$ cat src/rtl/xadc_drp_sequencer.sv
// DRP read sequencer for the XADC. Each end-of-conversion triggers one read of that channel's
// result register, and the code comes out as a tagged single-cycle sample strobe.
// Optional macro XADC_AVG_EN averages 2**AVG_LOG2 consecutive same-channel codes before strobing.
module xadc_drp_sequencer #(
    parameter int TIMEOUT_CYCLES = 64,
    parameter int AVG_LOG2       = 2
) (
    input  logic        dclk_in,
    input  logic        reset_in,
    input  logic        eoc_in,
    input  logic [4:0]  channel_in,
    input  logic        clr_err_in,
    output logic [6:0]  daddr_out,
    output logic        den_out,
    output logic        dwe_out,
    output logic [15:0] di_out,
    input  logic [15:0] do_in,
    input  logic        drdy_in,
    output logic [11:0] sample_out,
    output logic [4:0]  sample_chan_out,
    output logic        sample_valid_out,
    output logic        timeout_err_out,
    output logic        ovr_err_out
);

    typedef enum logic [1:0] {IDLE, REQ, WAIT_DRDY} state_t;

    localparam logic [9:0] TMO_LAST = 10'(TIMEOUT_CYCLES - 1);

    state_t     state, state_next;
    logic [9:0] tmo_cnt, tmo_cnt_next;
    logic [4:0] chan;
    logic       capture, timeout, overrun;
    logic       unused_do_bits;

    assign dwe_out        = 1'b0;
    assign di_out         = '0;
    assign overrun        = eoc_in && (state != IDLE);
    assign unused_do_bits = ^do_in[3:0];

    // NOTE: sequential state uses <= so every flop samples the values from before the edge.
    always_ff @(posedge dclk_in or posedge reset_in) begin
        if (reset_in) begin
            state   <= IDLE;
            tmo_cnt <= '0;
        end else begin
            state   <= state_next;
            tmo_cnt <= tmo_cnt_next;
        end
    end

    // NOTE: every signal driven here gets a default first, so no path can infer a latch.
    always_comb begin
        state_next   = state;
        tmo_cnt_next = tmo_cnt;
        den_out      = 1'b0;
        capture      = 1'b0;
        timeout      = 1'b0;
        case (state)
            IDLE: begin
                if (eoc_in) state_next = REQ;
            end
            REQ: begin
                den_out      = 1'b1;
                tmo_cnt_next = '0;
                state_next   = WAIT_DRDY;
            end
            WAIT_DRDY: begin
                tmo_cnt_next = tmo_cnt + 10'd1;
                if (drdy_in) begin
                    capture    = 1'b1;
                    state_next = IDLE;
                end else if (tmo_cnt + 10'd1 == TMO_LAST) begin
                    timeout    = 1'b1;
                    state_next = IDLE;
                end
            end
            default: state_next = IDLE;
        endcase
    end

    // Address and channel tag are latched only when a conversion is accepted.
    always_ff @(posedge dclk_in or posedge reset_in) begin
        if (reset_in) begin
            daddr_out <= '0;
            chan      <= '0;
        end else if (state == IDLE && eoc_in) begin
            daddr_out <= {2'b00, channel_in};
            chan      <= channel_in;
        end
    end

    // Sticky flags: a set event in the same cycle as a clear wins.
    always_ff @(posedge dclk_in or posedge reset_in) begin
        if (reset_in) begin
            timeout_err_out <= 1'b0;
            ovr_err_out     <= 1'b0;
        end else begin
            timeout_err_out <= timeout || (timeout_err_out && !clr_err_in);
            ovr_err_out     <= overrun || (ovr_err_out && !clr_err_in);
        end
    end

`ifdef XADC_AVG_EN
    localparam int               ACC_W = 12 + AVG_LOG2;
    localparam int               CNT_W = AVG_LOG2 + 1;
    localparam logic [CNT_W-1:0] DEPTH = CNT_W'(1 << AVG_LOG2);

    logic [ACC_W-1:0] acc, acc_sum;
    logic [CNT_W-1:0] avg_cnt, cnt_sum;
    logic [4:0]       tag;
    logic             restart;

    // A channel change (or an empty accumulator) starts a fresh sum with the current code.
    always_comb begin
        restart = (avg_cnt == '0) || (chan != tag);
        acc_sum = (restart ? '0 : acc) + ACC_W'(do_in[15:4]);
        cnt_sum = (restart ? '0 : avg_cnt) + CNT_W'(1);
    end

    always_ff @(posedge dclk_in or posedge reset_in) begin
        if (reset_in) begin
            acc              <= '0;
            avg_cnt          <= '0;
            tag              <= '0;
            sample_out       <= '0;
            sample_chan_out  <= '0;
            sample_valid_out <= 1'b0;
        end else begin
            sample_valid_out <= 1'b0;
            if (capture) begin
                tag <= chan;
                if (cnt_sum == DEPTH) begin
                    acc              <= '0;
                    avg_cnt          <= '0;
                    sample_out       <= 12'(acc_sum >> AVG_LOG2);
                    sample_chan_out  <= chan;
                    sample_valid_out <= 1'b1;
                end else begin
                    acc     <= acc_sum;
                    avg_cnt <= cnt_sum;
                end
            end
        end
    end
`else
    always_ff @(posedge dclk_in or posedge reset_in) begin
        if (reset_in) begin
            sample_out       <= '0;
            sample_chan_out  <= '0;
            sample_valid_out <= 1'b0;
        end else begin
            sample_valid_out <= capture;
            if (capture) begin
                sample_out      <= do_in[15:4];
                sample_chan_out <= chan;
            end
        end
    end
`endif

endmodule

$ cat config.mk
export PLATFORM = sky130hd
export DESIGN_NAME = xadc_drp_sequencer
export DESIGN_NICKNAME = d
export VERILOG_FILES = /design/src/rtl/xadc_drp_sequencer.sv
export SDC_FILE = /design/constraint.sdc
export NUM_CORES = 1
export LEC_CHECK = 0
export BUFFER_PORTS_ARGS = -buffer_cell sky130_fd_sc_hd__buf_2
export CORE_MARGIN = 2
export CORE_UTILIZATION = 53
export DETAILED_ROUTE_END_ITERATION = 10
export PLACE_DENSITY = 0.92
export SYNTH_ARGS = -nofsm -noshare
export SYNTH_HDL_FRONTEND = slang
export SYNTH_SLANG_ARGS = --single-unit
$ cat constraint.sdc
create_clock -name dclk_in -period 5.3 [get_ports dclk_in]
set_clock_uncertainty 0.2 [all_clocks]
set_input_delay 1.06 -clock dclk_in [delete_from_list [all_inputs] [get_ports dclk_in]]
set_output_delay 1.06 -clock dclk_in [all_outputs]
set_load 0.02 [all_outputs]
==> results.txt <==
The flow ran to the end, and the final reports show no timing, DRC or antenna violations. The number of buffers added to fix hold violations after cts came out at 0. The root buffer cell chosen for the clock tree is sky130_fd_sc_hd__clkbuf_4.

Counting flops and latches in the post-synthesis netlist gives 37. The H-tree generated during clock tree synthesis spans 2 levels. The die is 64.24 um wide. The fraction of final layout cells with drive strength greater than 1 came out at 38.22%. Counting instances in the post-synthesis netlist gives the leading cell types as sky130_fd_sc_hd__dfrtp_1, sky130_fd_sc_hd__mux2_2, sky130_fd_sc_hd__buf_4.

Once layout is complete, the cells apart from fillers number 271. Before CTS, the worst setup slack after placement is 2.642 ns. The final max-slew violation count was 0; the number of warnings reported in the yosys synthesis log was 0.

The final period utilization is 50.47%. Type of the worst setup path: reg -> reg. For the final number of hold-violating endpoints, the log shows 0. Setup repair after global routing left no endpoint under its margin. In this run the worst path has a maximum fanout of 8.

The most instantiated library cell after synthesis is sky130_fd_sc_hd__dfrtp_1. The top-area cell type share of the netlist area is 48.15%, and the count of buffers from port buffering is 47. Across the run, the number of max-cap violations was 0. STA puts the critical path data arrival time at 2.71 ns.

The worst hold path belongs to the class reg -> reg. Timing would allow up to 373.9 MHz. In the final design database the tool counted 256 nets. The tools report the critical path capture point type as a flop.

Counting flops with a built-in enable in the synthesized netlist gives 0. Overall power consumption after layout is estimated at 1.093 mW. For the die outline area, the log shows 4126 um^2. The analysis attributes to cell leakage a power of 1.115 nW. After detailed routing, the total wire length is 3.692 mm. Ranked by total cell area, the synthesized netlist is headed by sky130_fd_sc_hd__dfrtp_1, sky130_fd_sc_hd__mux2_2, sky130_fd_sc_hd__buf_4.

Worst-margin pin slew: 0.7271 ns. The first-pass GRT wire length was 6.182 mm. The post-route setup TNS is 0 ns. The worst endpoint required time came out at 5.34 ns.

IR analysis of the VDD net gives a maximum drop of 0.3118 mV. The post-route worst setup slack was 2.625 ns. Compared with the post-synthesis result, the final layout area differs by 14.18%. Hold is met by 0.3073 ns. The run gives 0 as the number of nets with antenna violations after detailed routing. Dividing the detail-routed wire length by the instance count gives 13.62 um. TritonCTS built the clock tree. The type of element launching the critical path is a flop.

The worst pin sits at a relative slew slack of 51.41%. Measured along the y axis, the die boundary spans 64.24 um. Averaged over all synthesized cells, the footprint is 11.05 um^2.

Setup violations remaining at the end of the flow were counted as 0. The initial antenna violation count came out at 0. The buffer count from post-CTS setup fixing is 0, and the depth of the worst register-to-register path is 6. The routed layout has 1445 vias.

The tools report the number of global-route vias before repair as 1387. For the post-place instance area, the log shows 2137 um^2. The core occupancy in the finished layout is 64.29%, and the cell count after placement is 264.

For this run the aggregate overflow at the end of global routing stands at 0. The number of clock buffers added by TritonCTS is 5. The sequential area share after synthesis was 48.15%.

Entering global routing, the biggest net connects 38 pins. The run gives 45 as the number of distinct library cells after synthesis. The core region is 3416 um^2. The tools report the half-perimeter wire length of the detailed placement result as 2.773 mm. Counting every sink on the clock net gives 37. The DRC violation count after routing is 0, and the effective utilization at floorplan is 56.30%. Row generation in the floorplan step produced 21 rows. For the gate count of the mapped netlist, the log shows 174.

The time the final worst path needs with I/O delays and setup is 2.675 ns. The number of cells traversed by the worst hold path is 1. Initial detailed-routing violation count: 39. After clock tree synthesis, the repair step resized 0 gates. The pre-antenna-repair detailed-routing pass consisted of 4 iterations.

The later pin in the worst-skew pair is clocked with a latency of 0.34 ns. The detail-routed via count per cell is 5.332, and the maximum root-to-sink buffer count is 2. 71 I/O pins were placed. The most frequently used flop master after synthesis is sky130_fd_sc_hd__dfrtp_1. After synthesis the cells add up to 1923 um^2. Routability-driven placement finished with a final weighted congestion of 0.8778.

Power spread over the standard cell area amounts to 497.6 nW/um^2. 0 antenna diodes ended up in the layout. The proportion of register bits with asynchronous set or reset after synthesis is 100.0%. Clock-pin slew was measured on the worst setup and hold paths at 0.10 ns.

The largest area contributor in the synthesized netlist was sky130_fd_sc_hd__dfrtp_1. For this run, the total global-route usage over all layers was measured as 19.30%. The finished cells cover 2196 um^2.
[logic make-up (layout without fill, tap and decap cells)]
group	after synthesis	after routing	share of synthesized area [%]
flops	37	37	48.15
fa+ha+maj	5	5	3.253
simple gates	40	40	11.52
compound gates	31	31	11.97
mux	24	24	14.18
buf+inv	36	69	10.74
other cells	1	19	0.1950
[layout by cell type (no fill, tap or decap), drive strengths merged, types with 2 or more instances in the layout]
cell type / Yosys / routed
inv: 14 / 14
conb: 1 / 19
or4: 2 / 2
a22o: 2 / 2
buf: 19 / 48
o2bb2ai: 2 / 2
dfrtp: 37 / 37
o21ai: 8 / 8
ha: 5 / 5
nand2: 12 / 12
a21oi: 2 / 2
nand3: 6 / 6
clkbuf: 3 / 6
mux2: 23 / 23
or3: 2 / 2
nor3: 2 / 2
a21boi: 2 / 2
nor2: 6 / 6
o31ai: 2 / 2
[final cells by class]
| type | instances | area, um^2 |
|---|---|---|
| Sequential cell | 37 | 925.9 |
| Clock buffer | 6 | 51.30 |
| Fill cell | 273 | 1220 |
| Tap cell | 46 | 57.56 |
| Timing Repair Buffer | 48 | 242.7 |
| Multi-Input combinational cell | 119 | 858.3 |
| Clock inverter | 1 | 7.507 |
| Inverter | 14 | 52.55 |
[power by group]
| group | internal, mW | leakage, nW | switching (mW) |
|---|---|---|---|
| registers | 0.383 | 0.466 | 0.0576 |
| clock network | 0.0621 | 0.0303 | 0.0890 |
| logic | 0.199 | 0.619 | 0.302 |
| total | 0.644 | 1.11 | 0.449 |
[final timing paths]
path,slack (ns),from,endpoint
setup / recovery,2.63,tmo_cnt[1],state[1]
max in group asynchronous,3.97,reset_in,tmo_cnt[9]
min in group asynchronous,0.60,reset_in,sample_out[5]
hold / removal,0.31,sample_chan_out[1],sample_chan_out[1]
setup reg to reg,2.63,tmo_cnt[1],state[1]
hold reg to reg,0.31,sample_chan_out[1],sample_chan_out[1]
[registers in the layout (all words and copies together), names as in the netlist]
| signal | cells |
|---|---|
| chan | 5 |
| ovr_err_out | 1 |
| sample_chan_out | 5 |
| sample_out | 12 |
| sample_valid_out | 1 |
| state | 2 |
| timeout_err_out | 1 |
| tmo_cnt | 10 |
[critical path, cell delays in order, from the launching register on]
cell	delay (ns)
sky130_fd_sc_hd__dfrtp_1	0.47
sky130_fd_sc_hd__ha_1	0.30
sky130_fd_sc_hd__or2b_1	0.23
sky130_fd_sc_hd__or4_1	0.40
sky130_fd_sc_hd__a32o_2	0.31
sky130_fd_sc_hd__a221o_1	0.36
sky130_fd_sc_hd__mux2_4	0.30
[layer usage]
metal	track usage (%)	vias to the layer above	wire length, um
li1	-	677	-
met1	22.80	704	1578
met2	32.94	55	1802
met3	5.634	9	231
met4	7.713	0	80
met5	0	-	0
Note: power is estimated with default switching activity, not from simulation.
